`src/rtl/memory_access_pkg.sv`:
```
// Shared definitions for the ME pipeline stage: widths, port FSM state codes,
// word-alignment mask and the completion record handed to the ME register.
package memory_access_pkg;

    localparam int unsigned XLEN  = 32;
    localparam int unsigned REG_W = 5;

    // Clearing the low two bits yields the word address presented to memory.
    localparam logic [XLEN-1:0] DMEM_WORD_ALIGN = 32'hFFFF_FFFC;

    typedef enum logic [1:0] {
        IDLE  = 2'd0,
        BUSY  = 2'd1,
        HOLD  = 2'd2,
        DRAIN = 2'd3
    } dmemState_t;

    // Result of a completed ME-stage op; err forces the register write off.
    typedef struct packed {
        logic [XLEN-1:0] data;
        logic            err;
    } meResult_t;

    function automatic logic isWordAligned(input logic [XLEN-1:0] addr);
        return (addr & ~DMEM_WORD_ALIGN) == '0;
    endfunction

endpackage

```
`src/rtl/memory_access_dmem_port_fsm.sv`:
```
// Data-memory port controller for the ME stage.
// Issues one req/ack transaction per load/store, holds address/data stable
// while DMemReq is high, times out after TIMEOUT request cycles, buffers load
// data while the pipeline is held and drains a flushed access to completion.
// Ports:
//   clk, reset_n          clock, async active-low reset
//   flush, AnyStall       pipeline control
//   Result_EX, WrDat_EX   address / store data from the EX register
//   MemToReg_EX/MemWrite_EX  op is a load / store
//   DMem*                 data-memory req/ack port
//   Stall_ME              access pending (combinational)
//   MemErr                sticky misalignment / timeout flag
//   opDone, opResult      op at EX completes this cycle and its result
module memory_access_dmem_port_fsm
    import memory_access_pkg::*;
#(
    parameter int unsigned TIMEOUT = 16,
    parameter int unsigned TO_W    = 5
) (
    input  logic            clk,
    input  logic            reset_n,
    input  logic            flush,
    input  logic            AnyStall,
    input  logic [XLEN-1:0] Result_EX,
    input  logic [XLEN-1:0] WrDat_EX,
    input  logic            MemToReg_EX,
    input  logic            MemWrite_EX,
    output logic            DMemReq,
    output logic            DMemWe,
    output logic [XLEN-1:0] DMemAddr,
    output logic [XLEN-1:0] DMemWrDat,
    input  logic            DMemAck,
    input  logic [XLEN-1:0] DMemRdDat,
    output logic            Stall_ME,
    output logic            MemErr,
    output logic            opDone,
    output meResult_t       opResult
);

    dmemState_t      state, stateNext;
    logic [TO_W-1:0] cnt, cntNext;
    logic            reqNext, weNext, errNext;
    logic [XLEN-1:0] addrNext, wrDatNext;
    logic [XLEN-1:0] rbuf, rbufNext;
    logic            rbufErr, rbufErrNext;

    logic            acc, aligned, timeoutHit, busyDone;
    logic [XLEN-1:0] ackData;

    assign acc        = MemToReg_EX | MemWrite_EX;
    assign aligned    = isWordAligned(Result_EX);
    assign timeoutHit = (cnt == TO_W'(TIMEOUT - 1));
    assign busyDone   = DMemAck | timeoutHit;
    // A store completes with its address as the ME result.
    assign ackData    = DMemWe ? Result_EX : DMemRdDat;

    // State and port registers
    always_ff @(posedge clk or negedge reset_n) begin
        if (!reset_n) begin
            state     <= IDLE;
            cnt       <= '0;
            DMemReq   <= 1'b0;
            DMemWe    <= 1'b0;
            DMemAddr  <= '0;
            DMemWrDat <= '0;
            MemErr    <= 1'b0;
            rbuf      <= '0;
            rbufErr   <= 1'b0;
        end else begin
            state     <= stateNext;
            cnt       <= cntNext;
            DMemReq   <= reqNext;
            DMemWe    <= weNext;
            DMemAddr  <= addrNext;
            DMemWrDat <= wrDatNext;
            MemErr    <= errNext;
            rbuf      <= rbufNext;
            rbufErr   <= rbufErrNext;
        end
    end

    // Next-state, completion and stall decode
    always_comb begin
        stateNext   = state;
        cntNext     = cnt;
        reqNext     = DMemReq;
        weNext      = DMemWe;
        addrNext    = DMemAddr;
        wrDatNext   = DMemWrDat;
        errNext     = MemErr;
        rbufNext    = rbuf;
        rbufErrNext = rbufErr;
        opDone      = 1'b0;
        opResult    = '0;
        Stall_ME    = 1'b0;

        unique case (state)
            IDLE: begin
                if (acc && !aligned) begin
                    opDone   = 1'b1;
                    opResult = '{data: '0, err: 1'b1};
                    if (!flush) errNext = 1'b1;
                end else if (acc) begin
                    Stall_ME = 1'b1;
                    if (!flush) begin
                        stateNext = BUSY;
                        cntNext   = '0;
                        reqNext   = 1'b1;
                        weNext    = MemWrite_EX;
                        addrNext  = Result_EX & DMEM_WORD_ALIGN;
                        wrDatNext = WrDat_EX;
                    end
                end else begin
                    opDone   = 1'b1;
                    opResult = '{data: Result_EX, err: 1'b0};
                end
            end

            BUSY: begin
                cntNext = cnt + TO_W'(1);
                // Stall drops on the completing cycle so AnyStall then reflects only other stages.
                Stall_ME = !busyDone;
                if (busyDone) begin
                    opDone   = 1'b1;
                    opResult = DMemAck ? '{data: ackData, err: 1'b0}
                                       : '{data: '0, err: 1'b1};
                    reqNext  = 1'b0;
                    if (!DMemAck) errNext = 1'b1;
                    if (flush || !AnyStall) begin
                        stateNext = IDLE;
                    end else begin
                        stateNext   = HOLD;
                        rbufNext    = opResult.data;
                        rbufErrNext = opResult.err;
                    end
                end else if (flush) begin
                    stateNext = DRAIN;
                end
            end

            HOLD: begin
                if (flush) begin
                    stateNext = IDLE;
                end else if (!AnyStall) begin
                    opDone    = 1'b1;
                    opResult  = '{data: rbuf, err: rbufErr};
                    stateNext = IDLE;
                end
            end

            DRAIN: begin
                // Flushed access: keep the bus transaction alive, discard its data.
                Stall_ME = 1'b1;
                cntNext  = cnt + TO_W'(1);
                if (busyDone) begin
                    reqNext   = 1'b0;
                    stateNext = IDLE;
                    if (!DMemAck) errNext = 1'b1;
                end
            end

            default: stateNext = IDLE;
        endcase
    end

endmodule

```
`src/rtl/memory_access.sv`:
```
// ME pipeline stage: runs loads/stores from the EX register on the req/ack
// data-memory port and produces the ME register for writeback and bypass.
// Ports:
//   clk, reset_n                 clock, async active-low reset
//   flush, AnyStall              pipeline clear / global hold
//   Result_EX, WrDat_EX, WriteReg_EX, RegWrite_EX, MemToReg_EX, MemWrite_EX
//                                EX pipeline register
//   DMemReq/We/Addr/WrDat/Ack/RdDat   data-memory port
//   ResultRdDat_ME, WriteReg_ME, RegWrite_ME   ME pipeline register
//   Stall_ME                     access pending
//   MemErr                       sticky misalignment / timeout flag
module memory_access
    import memory_access_pkg::*;
#(
    parameter int unsigned TIMEOUT = 16,
    parameter int unsigned TO_W    = 5
) (
    input  logic             clk,
    input  logic             reset_n,
    input  logic             flush,
    input  logic             AnyStall,
    input  logic [XLEN-1:0]  Result_EX,
    input  logic [XLEN-1:0]  WrDat_EX,
    input  logic [REG_W-1:0] WriteReg_EX,
    input  logic             RegWrite_EX,
    input  logic             MemToReg_EX,
    input  logic             MemWrite_EX,
    output logic             DMemReq,
    output logic             DMemWe,
    output logic [XLEN-1:0]  DMemAddr,
    output logic [XLEN-1:0]  DMemWrDat,
    input  logic             DMemAck,
    input  logic [XLEN-1:0]  DMemRdDat,
    output logic [XLEN-1:0]  ResultRdDat_ME,
    output logic [REG_W-1:0] WriteReg_ME,
    output logic             RegWrite_ME,
    output logic             Stall_ME,
    output logic             MemErr
);

    logic      opDone;
    meResult_t opResult;

    memory_access_dmem_port_fsm #(
        .TIMEOUT (TIMEOUT),
        .TO_W    (TO_W)
    ) u_dmemPortFsm (
        .clk         (clk),
        .reset_n     (reset_n),
        .flush       (flush),
        .AnyStall    (AnyStall),
        .Result_EX   (Result_EX),
        .WrDat_EX    (WrDat_EX),
        .MemToReg_EX (MemToReg_EX),
        .MemWrite_EX (MemWrite_EX),
        .DMemReq     (DMemReq),
        .DMemWe      (DMemWe),
        .DMemAddr    (DMemAddr),
        .DMemWrDat   (DMemWrDat),
        .DMemAck     (DMemAck),
        .DMemRdDat   (DMemRdDat),
        .Stall_ME    (Stall_ME),
        .MemErr      (MemErr),
        .opDone      (opDone),
        .opResult    (opResult)
    );

    // ME pipeline register: flush beats load, stall holds
    always_ff @(posedge clk or negedge reset_n) begin
        if (!reset_n) begin
            ResultRdDat_ME <= '0;
            WriteReg_ME    <= '0;
            RegWrite_ME    <= 1'b0;
        end else if (flush) begin
            ResultRdDat_ME <= '0;
            WriteReg_ME    <= '0;
            RegWrite_ME    <= 1'b0;
        end else if (!AnyStall && opDone) begin
            ResultRdDat_ME <= opResult.data;
            WriteReg_ME    <= WriteReg_EX;
            RegWrite_ME    <= RegWrite_EX & ~opResult.err;
        end
    end

endmodule
```
`config.mk`:
```
export PLATFORM = sky130hd
export DESIGN_NAME = memory_access
export DESIGN_NICKNAME = d
export VERILOG_FILES = /design/src/rtl/memory_access_pkg.sv /design/src/rtl/memory_access_dmem_port_fsm.sv /design/src/rtl/memory_access.sv
export SDC_FILE = /design/constraint.sdc
export NUM_CORES = 1
export LEC_CHECK = 0
export CAP_MARGIN = 0
export CORE_MARGIN = 3
export CORE_UTILIZATION = 45
export DETAILED_ROUTE_END_ITERATION = 8
export PLACE_DENSITY_LB_ADDON = 0.15
export SETUP_SLACK_MARGIN = 0.4
export SLEW_MARGIN = 20
export SYNTH_ARGS = -nofsm -noshare
export SYNTH_HDL_FRONTEND = slang
export SYNTH_HIERARCHICAL = 1
export SYNTH_SLANG_ARGS = --single-unit
```
`constraint.sdc`:
```
create_clock -name clk -period 3.7 [get_ports clk]
set_clock_uncertainty 0.2 [all_clocks]
set_input_delay 0.555 -clock clk [delete_from_list [all_inputs] [get_ports clk]]
set_output_delay 0.555 -clock clk [all_outputs]
set_load 0.1 [all_outputs]
```
Word-level counts from Yosys, hierarchy flattened
Index checks and enable logic that the tools add are counted.

Logic and storage cells: 96. Input bits: 109. Flip-flop bits (word level): 143. Output and inout bits: 106.

Equal/unequal tests: 13. Reduce and logical (&&, ||, !) cells: 17. Mux-type cells: 46. $add $sub $neg: 1. Bitwise operators: 7.

Operators by type and width (count): 33-bit 2-to-1 mux (6); 33-bit case mux with 3 select lines (1); 32-bit 2-to-1 mux (3); 32-bit zero test (1); 5-bit 2-to-1 mux (5); 2-bit 2-to-1 mux (9); 1-bit 2-to-1 mux (16); 5-bit case mux with 2 select lines (1); 5-bit AND reduction (2); 2-bit by 1-bit != test with 1-bit output (second input constant) (4); 2-bit case mux with 4 select lines (1); 4-bit AND reduction (2); 2-bit != test (second input constant) (3); 1-bit case mux with 3 select lines (2); 6-bit AND reduction (1); 5-bit by 1-bit adder with 5-bit output (second input constant) (1); 5-bit by 4-bit == test with 1-bit output (second input constant) (1); 2-bit == test (second input constant) (2); 1-bit NOT (4); 1-bit case mux with 2 select lines (2); 2-bit nonzero test (2); 1-bit zero test (3); 3-bit by 2-bit != test with 1-bit output (second input constant) (1); 3-bit != test (second input constant) (1); 8 further kinds (10).

Logic depth before layout (Yosys ltp)
Word-level depth: 9. Gate-level depth with buffers: 11. Mapped depth without buffers: 9.

Cells and area by module
The synthesis kept the hierarchy.

Modules (own cells, without submodules): memory_access_dmem_port_fsm (area each 5561.6 um^2, sequential area each 2627.5 um^2, cells an instance 471, times used 1); memory_access (area each 1517.7 um^2, sequential area each 950.9 um^2, cells an instance 166, times used 1).

Least setup slack after synthesis
Ideal clock, no wire load.

Path type: flip-flop to output port. Start point: register u_dmemPortFsm.state[0]. End point: output Stall_ME. Data arrival time: 4.007 ns. Cell stages (with the launch flop): 4. Path slack: -1.062 ns. Required time: 2.945 ns. Path buffers: 2. Cell sequence: dfrtp_1 -> clkbuf_1 -> buf_2 -> o41ai_1.

Word-level cells in the longest chain between the ends: 2. Elaborated cells on any way between the ends: 4. Classes of those cells: eq/ne: 2; mux: 1; reduce/logical: 1.

Ends and longest elaborated chain: start, declared (RTL line memory_access_dmem_port_fsm.sv:40) `dmemState_t state, stateNext;`; start signal, assigned (RTL line memory_access_dmem_port_fsm.sv:70) `state <= stateNext;`; 2-bit == test (tied with other cells) (RTL line memory_access_dmem_port_fsm.sv:97) `unique case (state)`; 1-bit case mux with 3 select lines * (RTL line memory_access_dmem_port_fsm.sv:97); end, declared (RTL line memory_access.sv:37) `output logic Stall_ME,`.

Mark *: on every way between the ends. The rest lies on a longest branch, timed or not.

Worst setup path in the final report
Start point: register u_dmemPortFsm.cnt[0]. End point: output Stall_ME.

Word-level cells in the longest chain between the ends: 4.

Ends and longest elaborated chain: start, declared (RTL line memory_access_dmem_port_fsm.sv:41) `logic [TO_W-1:0] cnt, cntNext;`; start signal, assigned (RTL line memory_access_dmem_port_fsm.sv:71) `cnt <= cntNext;`; 5-bit by 4-bit == test with 1-bit output (RTL line memory_access_dmem_port_fsm.sv:52) `assign timeoutHit = (cnt == TO_W'(TIMEOUT - 1));`; 1-bit OR (RTL line memory_access_dmem_port_fsm.sv:53) `assign busyDone = DMemAck | timeoutHit;`; 1-bit zero test (RTL line memory_access_dmem_port_fsm.sv:122) `Stall_ME = !busyDone;`; 1-bit case mux with 3 select lines (RTL line memory_access_dmem_port_fsm.sv:97).

Every way passes these cells.

==> qor.yml <==
async_reset_ff_frac: 1.000
start_kind: "flop"
yosys-top-cells-area: "dfrtp_1 (51%), mux2_4 (13%), mux2_2 (5.7%)"
grtUsageMet2: 0.3897
fp.dieW_um: 131.4
ir_worst_vdd_mv: 0.4202
finalMaxSlewViolations: 0
min_path_type: "in -> reg"
tritoncts: "done"
synth_top_area_cell: "dfrtp_1"
reg2reg_from: "u_dmemPortFsm/cnt[0]"
routed_wl_mm: 20.11
h-tree-depth: 4
finalCritPeriodShare: 0.8298
clkSinkCount: 143
status: "completed"
setup_viol: 0
synth_edf_count: 0
synth_cells: 637
core_mm2: 0.01531
syn_area_mm2: 0.007079
ys_types: 46
die_h_um: 131.4
dpl.hpwl_mm: 13.32
num_rows: 45
drc: 0
p_leak_nw: 4.233
post-route-min-period_ns: 3.070
use_met3: 0.07083
ys.flop_type: "dfrtp_1"
met1_usage: 0.2979
hold_violations: 0
worst_slew_pin_slew_ns: 1.048
required_ns: 2.94
min_from: "DMemAck"
drt.antenna.violating_nets: 0
crit_type: "reg -> out"
grt_pass1_wl_mm: 32.37
port_buffers: 212
clockBufferDepth: 2
antenna_found_initial: 0
max_freq_mhz: 325.7
dr_total_vias: 5534
diodes: 0
fin_tns_setup_ns: 0
clock_latency_ns: 0.42
fillers: 1280
cp-end-kind: "output pin"
clkSlewWorstSetupHoldPaths_ns: 0.06
drt-pass1-iter-count: 6
finalNetCount: 944
maxCapViolations: 0
place.gp.congestion: 0.7853
vias_per_cell: 5.236
start_util: 0.4623
die-area_mm2: 0.01727
busiest_layer: "met2"
overflow: 0
ys_seq_area_frac: 0.5055
critPathMaxFanout: 6
power_per_cell_area_mw_per_mm2: 713.9
drt-initial-drc-count: 392
synth_seq_cells: 143
ys_warn_count: 6
relSlewSlack: 0.2994
grt_usage: 0.2348
power_w: 0.007010
layout.cells.most_common_list: "clkdlybuf4s50_1 (207), dfrtp_1 (142), nand2_1 (99)"
final_layout_size_suffix_gt1_frac: 0.1844
io_pins: 215
final_common_cell: "clkdlybuf4s50_1"
postSynthAreaPerCell_um2: 11.11
numCtsBuffers: 17
first_global_vias: 5931
area.growth.synth_to_final_pct: 38.69
root_buffer: "clkbuf_16"
startpoint: "u_dmemPortFsm/cnt[0]"
rsz0062_at_grt: "no"
wl_per_cell_um: 19.02
cp.arrival_ns: 2.32
grt_max_degree: 72
yosys.area.top_type_share: 0.5055
synthesized netlist by cell type (2+ instances only):
cell and n:
buf_4 8, a222oi_1 12, inv_1 47, ha_1 2
mux2_2 36, clkbuf_1 11, nand3_1 33, or3_1 2
nor4b_4 2, dfrtp_1 143, nand2b_1 8, nor2_1 2
nand3b_1 2, a22oi_1 20, o21ai_1 30, buf_1 3
a21oi_1 40, nand2_1 99, buf_2 17, mux2_4 59
buf_6 5, o21ai_0 27, buf_12 6
kinds of logic (layout without fill, tap and decap cells):
family | after synthesis | count (layout) | synth area share
simple gates | 159 | 159 | 0.1106
flops | 143 | 143 | 0.5055
compound gates | 138 | 138 | 0.1172
buf+inv | 97 | 305 | 0.07777
mux | 95 | 95 | 0.1824
fa+ha+maj | 2 | 2 | 0.003534
xor+xnor | 2 | 2 | 0.002475
other cells | 1 | 2 | 0.0005297
worst paths after layout:
path	end	slack, ns	depth (start not counted)
hold reg to reg	u_dmemPortFsm/DMemAddr[15]	0.31	1
min in group asynchronous	u_dmemPortFsm/DMemWrDat[22]	0.50	2
setup reg to reg	ResultRdDat_ME[17]	0.73	9
setup / recovery	Stall_ME	0.63	7
hold / removal	u_dmemPortFsm/DMemReq	0.26	4
max in group asynchronous	u_dmemPortFsm/DMemWrDat[11]	1.87	3
power breakdown:
part | leakage (nW) | switching [W] | internal (W)
clock network | 0.288 | 0.000661 | 0.00104
registers | 1.77 | 0.000278 | 0.00194
logic | 2.18 | 0.00215 | 0.000941
per-stage QoR:
step	worst slack, ns	utilization	cells	instance area, um^2	hold WS (ns)
after CTS	0.4844	0.6409	1057	9816	0.2731
after floorplan	0.8973	-	638	7102	0.05941
final	0.6296	0.6411	1057	9818	0.2592
after global placement	0.7823	0.6021	1024	9221	0.2744
after detailed placement	0.6589	0.6021	1024	9221	0.2932
after global routing	0.4985	0.6411	1057	9818	0.2598
per-layer routing:
| metal | vias up | share of wire |
|---|---|---|
| met2 | 206 | 0.49 |
| met1 | 2713 | 0.43 |
| met3 | 25 | 0.070 |
| li1 | 2590 | - |
| met5 | - | 0 |
| met4 | 0 | 0.016 |
cell type report:
type                            instances  area, um^2  area share
Timing Repair Buffer                  226        2228      0.2270
Multi-Input combinational cell        398        2985      0.3041
Clock buffer                           21       470.5     0.04792
Clock inverter                         11       113.9     0.01160
Tap cell                              211       264.0     0.02689
Sequential cell                       143        3580      0.3646
Inverter                               47       176.4     0.01797
registers in the layout (all words and copies together) (netlist names):
register,cells
u_dmemPortFsm/DMemWe,1
ResultRdDat_ME,32
u_dmemPortFsm/rbufErr,1
u_dmemPortFsm/rbuf,32
u_dmemPortFsm/DMemAddr,30
WriteReg_ME,5
u_dmemPortFsm/DMemWrDat,32
RegWrite_ME,1
u_dmemPortFsm/state,2
u_dmemPortFsm/MemErr,1
u_dmemPortFsm/DMemReq,1
u_dmemPortFsm/cnt,5
worst max-delay path, cell delays in order (launching register included):
cell and delay (ns):
dfrtp_1 0.40, ha_1 0.22, and3_1 0.19, ha_1 0.23, nor2_2 0.21, o21ai_0 0.18, o41ai_4 0.10, buf_4 0.35
what timing repair did:
action,in CTS,in global routing
buffers inserted,0,0
endpoints found under the hold margin,68,0
hold buffers,1,0
gates resized for setup,0,1
endpoints found under the setup margin,0,1
Power figures use the tool's default switching activity.
